===== src/rtl/fsmc_slave_dispatcher_if.sv =====
// -----------------------------------------------------------------------------
// fsmc_slave_dispatcher_if
// Slave-side register bus between fsmc_slave_dispatcher and up to NSLV
// on-chip slave register blocks.
//
// Handshake: the dispatcher raises slv_sel[i] for the whole access and pulses
// slv_rd or slv_wr for exactly one cycle. Slave i completes the request by
// asserting slv_ack[i] (sampled on a rising clk edge) in that same cycle or
// any later one. Read data on slv_rdata[16i+15:16i] is sampled on the ack edge.
// Only the ack of the selected slave is looked at.
//
// Signals:
//   slv_sel   dispatcher -> slaves  one-hot select
//   slv_addr  dispatcher -> slaves  latched slave address
//   slv_wdata dispatcher -> slaves  latched write data
//   slv_rd    dispatcher -> slaves  1-cycle read request
//   slv_wr    dispatcher -> slaves  1-cycle write request
//   slv_rdata slaves -> dispatcher  packed read data, 16 bits per slave
//   slv_ack   slaves -> dispatcher  per-slave request completion
// -----------------------------------------------------------------------------
interface fsmc_slave_dispatcher_if #(
  parameter int NSLV   = 8,
  parameter int ADDR_W = 15
);
  logic [NSLV-1:0]      slv_sel;
  logic [ADDR_W-1:0]    slv_addr;
  logic [15:0]          slv_wdata;
  logic                 slv_rd;
  logic                 slv_wr;
  logic [16*NSLV-1:0]   slv_rdata;
  logic [NSLV-1:0]      slv_ack;

  modport master (
    output slv_sel, slv_addr, slv_wdata, slv_rd, slv_wr,
    input  slv_rdata, slv_ack
  );

  modport slave (
    input  slv_sel, slv_addr, slv_wdata, slv_rd, slv_wr,
    output slv_rdata, slv_ack
  );
endinterface


===== src/rtl/fsmc_slave_dispatcher.sv =====
// -----------------------------------------------------------------------------
// fsmc_slave_dispatcher
// Shares the FSMC data path between up to eight slave register blocks. On each
// access window (en_cs rise) it decodes the chip-select index, prefetches the
// read data into module_out, forwards captured write data as a one-cycle
// write strobe and reports cs_state back to fsmc_interface.
//
// Optional feature: define FSMC_DISP_TIMEOUT_EN to add an ack timeout counter
// (TIMEOUT cycles; on expiry err is set and ERR_DATA is returned on reads).
//
// Ports:
//   clk, reset      clock, synchronous active-high reset
//   en_cs           access window from fsmc_interface
//   cs_addr_latch   slave index
//   module_in       address at window start, write data on data_strobe
//   data_strobe     1-cycle pulse: write data captured
//   cs_state        selected slave populated and window open
//   module_out      read data toward fsmc_interface
//   busy            FSM not in IDLE
//   err             sticky: dropped window or (optionally) ack timeout
//   state_dbg       current FSM state (0 IDLE, 1 PREFETCH, 2 HOLD, 3 WRITE)
//   bus             slave-side request/ack bus (master modport)
// -----------------------------------------------------------------------------
module fsmc_slave_dispatcher #(
  parameter int          NSLV     = 8,
  parameter logic [7:0]  SLV_MASK = 8'hFF,
  parameter int          ADDR_W   = 15,
  parameter int          TIMEOUT  = 15,
  parameter logic [15:0] ERR_DATA = 16'hDEAD
) (
  input  logic        clk,
  input  logic        reset,
  input  logic        en_cs,
  input  logic [2:0]  cs_addr_latch,
  input  logic [15:0] module_in,
  input  logic        data_strobe,
  output logic        cs_state,
  output logic [15:0] module_out,
  output logic        busy,
  output logic        err,
  output logic [1:0]  state_dbg,
  fsmc_slave_dispatcher_if.master bus
);

  localparam logic [1:0] S_IDLE     = 2'd0;
  localparam logic [1:0] S_PREFETCH = 2'd1;
  localparam logic [1:0] S_HOLD     = 2'd2;
  localparam logic [1:0] S_WRITE    = 2'd3;

  logic [1:0]        state_q, state_d;
  logic              en_cs_q;
  logic [2:0]        idx_q, idx_d;
  logic              mapped_q, mapped_d;
  logic [NSLV-1:0]   sel_q, sel_d;
  logic              cs_state_q, cs_state_d;
  logic [15:0]       mout_q, mout_d;
  logic [ADDR_W-1:0] addr_q, addr_d;
  logic [15:0]       wdata_q, wdata_d;
  logic              rd_q, rd_d;
  logic              wr_q, wr_d;
  logic              pend_wr_q, pend_wr_d;
  logic              prise_q, prise_d;
  logic [2:0]        pidx_q, pidx_d;
  logic [ADDR_W-1:0] paddr_q, paddr_d;
  logic              err_q, err_d;

  logic              rise;
  logic              ack_hit;
  logic [15:0]       rdata_sel;
  logic              tmo;
  logic              start;
  logic [2:0]        start_idx;
  logic [ADDR_W-1:0] start_addr;

  logic unused_in;
  assign unused_in = ^module_in;

  function automatic logic is_mapped(input logic [2:0] idx);
    return (int'(idx) < NSLV) && SLV_MASK[idx];
  endfunction

  assign rise = en_cs && !en_cs_q;

  // Only the currently selected slave's ack and read data are observed.
  always_comb begin
    ack_hit   = 1'b0;
    rdata_sel = '0;
    for (int i = 0; i < NSLV; i++) begin
      if (idx_q == 3'(i)) begin
        ack_hit   = bus.slv_ack[i];
        rdata_sel = bus.slv_rdata[16*i +: 16];
      end
    end
  end

`ifdef FSMC_DISP_TIMEOUT_EN
  logic [7:0] cnt_q, cnt_d;
  logic       waiting;

  assign waiting = (state_q == S_PREFETCH) || (state_q == S_WRITE);
  // Fires on the TIMEOUT-th edge spent waiting without an ack.
  assign tmo     = waiting && !ack_hit && (cnt_q == 8'(TIMEOUT - 1));

  // Restart from zero whenever a wait state is entered or left.
  always_comb begin
    cnt_d = '0;
    if (waiting && (state_d == state_q)) cnt_d = cnt_q + 8'd1;
  end

  always_ff @(posedge clk) begin
    if (reset) cnt_q <= '0;
    else       cnt_q <= cnt_d;
  end
`else
  logic unused_cfg;
  assign unused_cfg = ^{ERR_DATA, 8'(TIMEOUT)};
  assign tmo        = 1'b0;
`endif

  always_comb begin
    state_d    = state_q;
    idx_d      = idx_q;
    mapped_d   = mapped_q;
    sel_d      = sel_q;
    cs_state_d = cs_state_q;
    mout_d     = mout_q;
    addr_d     = addr_q;
    wdata_d    = wdata_q;
    rd_d       = 1'b0;
    wr_d       = 1'b0;
    pend_wr_d  = pend_wr_q;
    prise_d    = prise_q;
    pidx_d     = pidx_q;
    paddr_d    = paddr_q;
    err_d      = err_q;
    start      = 1'b0;
    start_idx  = cs_addr_latch;
    start_addr = module_in[ADDR_W-1:0];

    // A window opening while busy is parked in a 1-deep slot; a second one
    // is lost and flagged.
    if ((state_q != S_IDLE) && rise) begin
      if (prise_q) begin
        err_d = 1'b1;
      end else begin
        prise_d = 1'b1;
        pidx_d  = cs_addr_latch;
        paddr_d = module_in[ADDR_W-1:0];
      end
    end

    case (state_q)
      S_IDLE: begin
        if (prise_q) begin
          start      = 1'b1;
          start_idx  = pidx_q;
          start_addr = paddr_q;
          prise_d    = 1'b0;
          if (rise) begin
            prise_d = 1'b1;
            pidx_d  = cs_addr_latch;
            paddr_d = module_in[ADDR_W-1:0];
          end
        end else if (rise) begin
          start = 1'b1;
        end

        if (start) begin
          idx_d     = start_idx;
          pend_wr_d = 1'b0;
          if (is_mapped(start_idx)) begin
            mapped_d   = 1'b1;
            addr_d     = start_addr;
            for (int i = 0; i < NSLV; i++) sel_d[i] = (start_idx == 3'(i));
            cs_state_d = 1'b1;
            rd_d       = 1'b1;
            state_d    = S_PREFETCH;
          end else begin
            mapped_d   = 1'b0;
            sel_d      = '0;
            cs_state_d = 1'b0;
            state_d    = S_HOLD;
          end
        end
      end

      S_PREFETCH: begin
        if (data_strobe) begin
          pend_wr_d = 1'b1;
          wdata_d   = module_in;
        end
        if (ack_hit || tmo) begin
          mout_d = ack_hit ? rdata_sel : ERR_DATA;
          if (tmo) err_d = 1'b1;
          // A write captured during the prefetch is issued right after it.
          if (pend_wr_q || data_strobe) begin
            pend_wr_d = 1'b0;
            wr_d      = 1'b1;
            state_d   = S_WRITE;
          end else begin
            state_d   = S_HOLD;
          end
        end
      end

      S_HOLD: begin
        if (data_strobe && mapped_q) begin
          wdata_d = module_in;
          wr_d    = 1'b1;
          state_d = S_WRITE;
        end else if (!en_cs) begin
          sel_d      = '0;
          cs_state_d = 1'b0;
          state_d    = S_IDLE;
        end
      end

      S_WRITE: begin
        if (ack_hit || tmo) begin
          if (tmo) err_d = 1'b1;
          sel_d      = '0;
          cs_state_d = 1'b0;
          state_d    = S_IDLE;
        end
      end

      default: state_d = S_IDLE;
    endcase
  end

  always_ff @(posedge clk) begin
    if (reset) begin
      state_q    <= S_IDLE;
      en_cs_q    <= 1'b0;
      idx_q      <= '0;
      mapped_q   <= 1'b0;
      sel_q      <= '0;
      cs_state_q <= 1'b0;
      mout_q     <= '0;
      addr_q     <= '0;
      wdata_q    <= '0;
      rd_q       <= 1'b0;
      wr_q       <= 1'b0;
      pend_wr_q  <= 1'b0;
      prise_q    <= 1'b0;
      pidx_q     <= '0;
      paddr_q    <= '0;
      err_q      <= 1'b0;
    end else begin
      state_q    <= state_d;
      en_cs_q    <= en_cs;
      idx_q      <= idx_d;
      mapped_q   <= mapped_d;
      sel_q      <= sel_d;
      cs_state_q <= cs_state_d;
      mout_q     <= mout_d;
      addr_q     <= addr_d;
      wdata_q    <= wdata_d;
      rd_q       <= rd_d;
      wr_q       <= wr_d;
      pend_wr_q  <= pend_wr_d;
      prise_q    <= prise_d;
      pidx_q     <= pidx_d;
      paddr_q    <= paddr_d;
      err_q      <= err_d;
    end
  end

  assign cs_state      = cs_state_q;
  assign module_out    = mout_q;
  assign busy          = (state_q != S_IDLE);
  assign err           = err_q;
  assign state_dbg     = state_q;
  assign bus.slv_sel   = sel_q;
  assign bus.slv_addr  = addr_q;
  assign bus.slv_wdata = wdata_q;
  assign bus.slv_rd    = rd_q;
  assign bus.slv_wr    = wr_q;

endmodule


===== src/flat_wrapper.sv =====
// flat-port wrapper written by rule: the top's interface ports become plain ports
module fsmc_slave_dispatcher_flat 
#(
  parameter int          NSLV     = 8,
  parameter logic [7:0]  SLV_MASK = 8'hFF,
  parameter int          ADDR_W   = 15,
  parameter int          TIMEOUT  = 15,
  parameter logic [15:0] ERR_DATA = 16'hDEAD
)
  (clk, reset, en_cs, cs_addr_latch, module_in, data_strobe, cs_state, module_out, busy, err, state_dbg, bus_slv_sel, bus_slv_addr, bus_slv_wdata, bus_slv_rd, bus_slv_wr, bus_slv_rdata, bus_slv_ack);
  fsmc_slave_dispatcher_if #(.NSLV(NSLV), .ADDR_W(ADDR_W)) bus_i ();
  input  logic clk;
  input  logic reset;
  input  logic en_cs;
  input  logic [2:0] cs_addr_latch;
  input  logic [15:0] module_in;
  input  logic data_strobe;
  output logic cs_state;
  output logic [15:0] module_out;
  output logic busy;
  output logic err;
  output logic [1:0] state_dbg;
  output wire logic [$bits(bus_i.slv_sel)-1:0] bus_slv_sel;
  output wire logic [$bits(bus_i.slv_addr)-1:0] bus_slv_addr;
  output wire logic [$bits(bus_i.slv_wdata)-1:0] bus_slv_wdata;
  output wire logic [$bits(bus_i.slv_rd)-1:0] bus_slv_rd;
  output wire logic [$bits(bus_i.slv_wr)-1:0] bus_slv_wr;
  input wire logic [$bits(bus_i.slv_rdata)-1:0] bus_slv_rdata;
  input wire logic [$bits(bus_i.slv_ack)-1:0] bus_slv_ack;
  assign bus_slv_sel = bus_i.slv_sel;
  assign bus_slv_addr = bus_i.slv_addr;
  assign bus_slv_wdata = bus_i.slv_wdata;
  assign bus_slv_rd = bus_i.slv_rd;
  assign bus_slv_wr = bus_i.slv_wr;
  assign bus_i.slv_rdata = bus_slv_rdata;
  assign bus_i.slv_ack = bus_slv_ack;
  fsmc_slave_dispatcher #(.NSLV(NSLV), .SLV_MASK(SLV_MASK), .ADDR_W(ADDR_W), .TIMEOUT(TIMEOUT), .ERR_DATA(ERR_DATA)) u_core (.clk(clk), .reset(reset), .en_cs(en_cs), .cs_addr_latch(cs_addr_latch), .module_in(module_in), .data_strobe(data_strobe), .cs_state(cs_state), .module_out(module_out), .busy(busy), .err(err), .state_dbg(state_dbg), .bus(bus_i));
endmodule

===== config.mk =====
export PLATFORM = sky130hd
export DESIGN_NAME = fsmc_slave_dispatcher_flat
export DESIGN_NICKNAME = d
export VERILOG_FILES = /design/src/rtl/fsmc_slave_dispatcher_if.sv /design/src/rtl/fsmc_slave_dispatcher.sv /design/src/flat_wrapper.sv
export SDC_FILE = /design/constraint.sdc
export NUM_CORES = 1
export LEC_CHECK = 0
export BUFFER_PORTS_ARGS = -buffer_cell sky130_fd_sc_hd__buf_2
export CORE_MARGIN = 2
export CORE_UTILIZATION = 51
export CTS_CLUSTER_DIAMETER = 40
export DETAILED_ROUTE_END_ITERATION = 10
export GPL_TIMING_DRIVEN = 1
export HOLD_SLACK_MARGIN = 0.02
export PLACE_DENSITY = 0.95
export SLEW_MARGIN = 20
export SYNTH_ARGS = -nofsm -noshare
export SYNTH_HDL_FRONTEND = slang
export SYNTH_SLANG_ARGS = --single-unit

===== constraint.sdc =====
create_clock -name clk -period 4.5 [get_ports clk]
set_input_delay 1.125 -clock clk [delete_from_list [all_inputs] [get_ports clk]]
set_output_delay 1.125 -clock clk [all_outputs]
set_load 0.01 [all_outputs]

==> impl_metrics.ini, run 1 <==
[timing]
fin_tns_setup_ns = 0
post-route-min-period_ns = 3.38
finalSetupViolCount = 0
slew_headroom_pct = 33.6
fin_skew_ns = 0.00784
rsz0062_at_grt = false
timing.final.crit_share_pct = 75.2
worst_slew_pin_slew_ns = 0.997
max_freq_mhz = 296
finalHoldViolCount = 0
drv_slew = 0

[route]
drc_errors = 0
first_pass_iters = 5
drt_iter0_drc = 399
vias = 4806
routed_wl_mm = 14.5
wire_per_inst_um = 17.5
final_antenna_net_count = 0
avgViaCountPerCell = 5.82

[setup_path]
cp-start-kind = flop
critPathMaxStageDelay_ns = 0.70
crit_required_ns = 4.73
path_class = flop to flop
critical_path.endpoint_type = flop
crit_fanout = 22
cpMaxStageDelayCell = ha_1
crit_path_cell_trace = inv_1 -> ha_1 -> clkinv_1 -> o21ai_0 -> nand2_1 -> mux2i_1 -> nor2_1
cp_data_arrival_time_ns = 3.61
crit_family = buffers and inverters
worst-path-buf-inv = 2

[synth]
synth_cell_type_count = 50
syn_avg_cell_area_um2 = 9.15
synth_edf_count = 0
syn_area_mm2 = 0.00475
ys.warnings.count = 0
ys_seq_elements = 86
seq_area_frac_synth_pct = 36.3
syn_nets = 682
yosys_most_used_dff = dfxtp_1
synth_cells = 519
synthArstFlopShare_pct = 0

[clocking]
postCtsHoldBufs = 0
cts_tree = done
cts-root-buf = clkbuf_8
clk_latency_ns = 0.35
ctsResizeCount = 0
post_cts_buffers = 0
h-tree-depth = 3
clkTransAtPathRegs_ns = 0.08
clock_path_buffers = 2
cts.sinks = 86
cts_inserted_buffers = 9

[min_path]
hold_class = flop to flop

[placement]
portBuffers = 220
gp_congestion = 0.870
placedCellCount = 809
hpwl_mm = 11.1

[power_and_ir_drop]
leakagePower_nw = 2.69
ir_drop_mv = 0.289
p_per_area_mw_per_mm2 = 540

[global_routing]
grt_pass1_vias = 4788
track_usage_pct = 28.4
grt_max_degree = 54
grt_antenna_before_repair = 1
overflow = 0
grt_first_pass_wirelength_mm = 22.4

[run_status]
status = finished clean

[floorplanning]
core_region_area_mm2 = 0.00915
die_h_um = 100
ioPinCount = 221
rows = 35
die_w_um = 100
dieArea_mm2 = 0.0101
start_util_pct = 51.9

[layout]
drive_above_1_share_pct = 38.5
finalNonFillerCells = 826
area_delta_synth_final_pct = 27.1
fin_nets = 872
fillers = 730

[flow_run]
drv_cap = 0
cells in the final DEF, fill, tap and decap left out, types with 3 or more instances in the layout:
master	Yosys	routed
a211oi_1	21	21
a21oi_1	39	39
a22o_1	8	8
a2bb2oi_1	3	3
a311oi_1	6	6
a32oi_1	10	10
and2_1	3	3
buf_2	10	220
buf_4	4	6
clkbuf_8	0	9
dfxtp_1	86	83
dfxtp_2	0	3
ha_1	4	4
inv_1	7	7
mux2i_1	57	57
mux4_2	18	18
nand2_1	50	50
nand3b_1	3	3
nor2_1	64	63
nor2b_1	13	13
o211a_1	3	3
o21ai_0	21	21
o21ai_1	8	8
o22ai_1	13	13
o41ai_1	6	6
power breakdown:
part	switching (mW)	total [mW]	internal [mW]	leakage (nW)
sequential	0.192	1.14	0.944	0.703
combinational	0.868	1.52	0.656	1.89
clock	0.282	0.599	0.317	0.104
total	1.34	3.26	1.92	2.69
sequential cells by signal, indices dropped and copies added, names as in the netlist:
signal	count
u_core.module_out	16
u_core.paddr_q	15
u_core.cs_state	1
u_core.pend_wr_q	1
u_core.err	1
u_core.bus.slv_rd	1
u_core.pidx_q	3
u_core.bus.slv_sel	8
u_core.en_cs_q	1
u_core.prise_q	1
u_core.bus.slv_wr	1
u_core.bus.slv_wdata	16
u_core.state_dbg	2
u_core.bus.slv_addr	15
u_core.mapped_q	1
u_core.idx_q	3
kinds of logic after synthesis:
logic type               count (synthesis)  synth area share [%]
AO/OA/AOI/OAI                          156                  23.6
AND/OR/NAND/NOR                        142                  13.0
flip-flops                              86                  36.3
multiplexers                            75                  20.6
buffers and inverters                   55                  5.40
adder cells (fa/ha/maj)                  4                  1.05
XOR/XNOR                                 1                 0.185
per-layer routing:
metal / track usage, % / part of all wire (%) / vias up
met4: 13.6 / 3.4 / 0
met3: 5.83 / 7.1 / 37
li1: - / - / 2304
met1: 31.1 / 37 / 2228
met2: 52.1 / 52 / 237
met5: 0 / 0 / -
worst paths after layout:
path / slack (ns) / cells after the start / start / endpoint
min: 0.46 / 2 / u_core.paddr_q[14] / u_core.paddr_q[14]
max reg2reg: 1.12 / 7 / u_core.state_dbg[1] / u_core.bus.slv_wdata[15]
min reg2reg: 0.46 / 2 / u_core.paddr_q[14] / u_core.paddr_q[14]
max: 1.12 / 7 / u_core.state_dbg[1] / u_core.bus.slv_wdata[15]
synth_stat cells, drive strengths merged, types with 2 or more instances:
cell type  number  area share, %
a32oi          10            1.8
o22ai          14            2.0
o21ai          29            3.1
nor3            3           0.42
a211oi         21            3.3
o211a           3           0.63
mux2i          57             12
dfxtp          86             36
a22o            8            1.5
ha              4            1.1
and2            3           0.40
o41ai           8            1.8
inv             7           0.55
mux4           18            8.5
clkbuf         24            1.9
a31oi           2           0.26
a21oi          41            4.5
buf            23            2.9
a2bb2oi         3           0.55
a2111oi         2           0.90
nand2          50            4.0
nor2           64            5.1
a311oi          8            1.7
nand3b          3           0.47
nor2b          13            1.7
cell type report:
type                    count  area [um2]  area share [%]
multi-input cells         378        2770            45.9
diodes                      1        2.50          0.0415
repair buffers            226        1150            19.0
inverters                   8        30.0           0.498
clock inverters             6        92.6            1.53
clock buffers              10         128            2.11
well taps                 111         139            2.30
flip-flops and latches     86        1730            28.6
through the flow:
step	utilization (%)	power, mW	worst slack (ns)	instance area [um2]	hold WS (ns)
2_1_floorplan	-	2.25	2.10	4750	0.436
3_3_place_gp	63.5	2.60	1.41	5810	0.441
3_5_place_dp	63.5	2.67	1.16	5810	0.451
4_1_cts	65.9	3.27	1.14	6030	0.463
5_1_grt	65.9	3.47	0.836	6030	0.486
6_report	65.9	3.26	1.12	6030	0.463
worst min-delay path, stage by stage (launching register included):
cell and delay [ns]:
dfxtp_1 0.31, nand2_1 0.05, a21oi_1 0.05
No activity file was read; power rests on OpenSTA's default activity.
==> run 2, diff against run 1 <==
--- a/config.mk
+++ b/config.mk
@@ -7,12 +7,12 @@
 export LEC_CHECK = 0
 export BUFFER_PORTS_ARGS = -buffer_cell sky130_fd_sc_hd__buf_2
 export CORE_MARGIN = 2
-export CORE_UTILIZATION = 51
+export CORE_UTILIZATION = 47
 export CTS_CLUSTER_DIAMETER = 40
 export DETAILED_ROUTE_END_ITERATION = 10
 export GPL_TIMING_DRIVEN = 1
 export HOLD_SLACK_MARGIN = 0.02
-export PLACE_DENSITY = 0.95
+export PLACE_DENSITY = 0.91
 export SLEW_MARGIN = 20
 export SYNTH_ARGS = -nofsm -noshare
 export SYNTH_HDL_FRONTEND = slang
==> constraint.sdc (replaced) <==
create_clock -name clk -period 3.13 [get_ports clk]
set_input_delay 0.7825 -clock clk [delete_from_list [all_inputs] [get_ports clk]]
set_output_delay 0.7825 -clock clk [all_outputs]
set_load 0.01 [all_outputs]
==> impl_metrics.ini, run 2 (synthesized netlist as in run 1, its figures left out) <==
[run_status]
status = finished clean

[clocking]
post_cts_buffers = 0
cts-root-buf = clkbuf_8
ctsResizeCount = 0
clock_path_buffers = 2
postCtsHoldBufs = 0
h-tree-depth = 3
clk_latency_ns = 0.35
cts_inserted_buffers = 9
clkTransAtPathRegs_ns = 0.09
cts_tree = done
cts.sinks = 86

[power_and_ir_drop]
ir_drop_mv = 0.314
total_power_mw = 4.53
p_per_area_mw_per_mm2 = 745
leakagePower_nw = 2.70

[route]
first_pass_iters = 4
vias = 4749
final_antenna_net_count = 0
routed_wl_mm = 13.6
avgViaCountPerCell = 5.56
drc_errors = 0
wire_per_inst_um = 16.0
drt_iter0_drc = 206

[setup_path]
critical_path_depth = 7
reg2reg_depth = 7
r2r-start = u_core.state_dbg[1]
rrSetupSlack_ns = 0.64
crit_family = simple AND/OR/NAND/NOR gates
cp-startpoint = u_core.state_dbg[1]
crit_path_cell_trace = inv_1 -> ha_1 -> clkinv_1 -> o21ai_0 -> nand2_1 -> mux2i_1 -> nor2_1
crit_required_ns = 3.36
worst-path-buf-inv = 2
critical_path.endpoint_type = flop
path_class = flop to flop
r2r_end = u_core.bus.slv_wdata[3]
critPathMaxStageDelay_ns = 0.58
crit_fanout = 18
cp_data_arrival_time_ns = 2.72
cp-start-kind = flop
cpMaxStageDelayCell = nand2_1
cp-endpoint = u_core.bus.slv_wdata[3]

[flow_run]
drv_cap = 0

[layout]
final_common_cell = buf_2
fillers = 858
fin_nets = 874
drive_above_1_share_pct = 38.8
area_delta_synth_final_pct = 28.0
final_cell_mix = buf_2, dfxtp_1, nor2_1

[timing]
fin_skew_ns = 0.00965
rsz0062_at_grt = false
finalSetupViolCount = 0
slew_headroom_pct = 36.2
worst_slew_pin_slew_ns = 0.955
drv_slew = 0
max_freq_mhz = 402
fin_tns_setup_ns = 0
timing.final.crit_share_pct = 79.5
finalHoldViolCount = 0
post-route-min-period_ns = 2.49

[global_routing]
grt_pass1_vias = 4625
grt_first_pass_wirelength_mm = 21.1
grt_antenna_before_repair = 5
track_usage_pct = 23.7
grt_max_degree = 73
overflow = 0

[placement]
portBuffers = 220
hpwl_mm = 10.5
gp_congestion = 0.916

[floorplanning]
rows = 36
die_w_um = 105
core_region_area_mm2 = 0.00977
start_util_pct = 48.6
ioPinCount = 221
dieArea_mm2 = 0.0109
die_h_um = 105

[min_path]
holdCritStartpoint = u_core.pidx_q[2]
hold_class = flop to flop
## run 2: worst reg2reg max path: stages (launching register included)
cell	delay, ns
dfxtp_1	0.35
inv_1	0.12
ha_1	0.19
clkinv_1	0.39
o21ai_0	0.30
nand2_1	0.58
mux2i_1	0.36
nor2_1	0.07
## run 2: report_power, final
group	internal, mW	switching, mW
Clock	0.314	0.404
Combinational	0.972	1.31
Sequential	1.36	0.174
Total	2.64	1.89
## run 2: worst min-delay path by stage
stage	slack, ns	endpoint	cells past startpoint
final	0.46	u_core.pidx_q[2]	2
after global routing	0.48	u_core.paddr_q[14]	2
after CTS	0.46	u_core.paddr_q[3]	2
after detailed placement	0.45	u_core.paddr_q[3]	2
after global placement	0.44	u_core.paddr_q[11]	2
after floorplan	0.44	u_core.paddr_q[0]	2
## run 2: routing by layer
metal  part of all wire [%]  vias up  GRT usage, %
li1                       -     2304             -
met1                     38     2176          25.8
met2                     51      224          42.9
met3                    6.9       45          5.39
met4                    3.9        0          12.0
met5                      0        -             0
## run 2: per-stage QoR
step / hold WS (ns) / cell area (um2) / worst slack, ns / utilization, % / instances
after floorplan: 0.436 / 4750 / 1.08 / - / 519
after global placement: 0.441 / 5880 / 0.833 / 60.2 / 833
after detailed placement: 0.448 / 5880 / 0.671 / 60.2 / 833
after CTS: 0.460 / 6060 / 0.632 / 62.0 / 849
after global routing: 0.484 / 6080 / 0.438 / 62.2 / 854
final: 0.456 / 6080 / 0.642 / 62.2 / 854
## run 2: final cells by class
cell class                      instances  area, um2  area share (%)
Clock buffer                           10        138            2.27
Sequential cell                        86       1730            28.4
Timing Repair Buffer                  228       1190            19.5
Tap cell                              133        166            2.74
Inverter                                8       30.0           0.494
Clock inverter                          6       46.3           0.762
Multi-Input combinational cell        378       2770            45.6
Antenna cell                            5       12.5           0.206
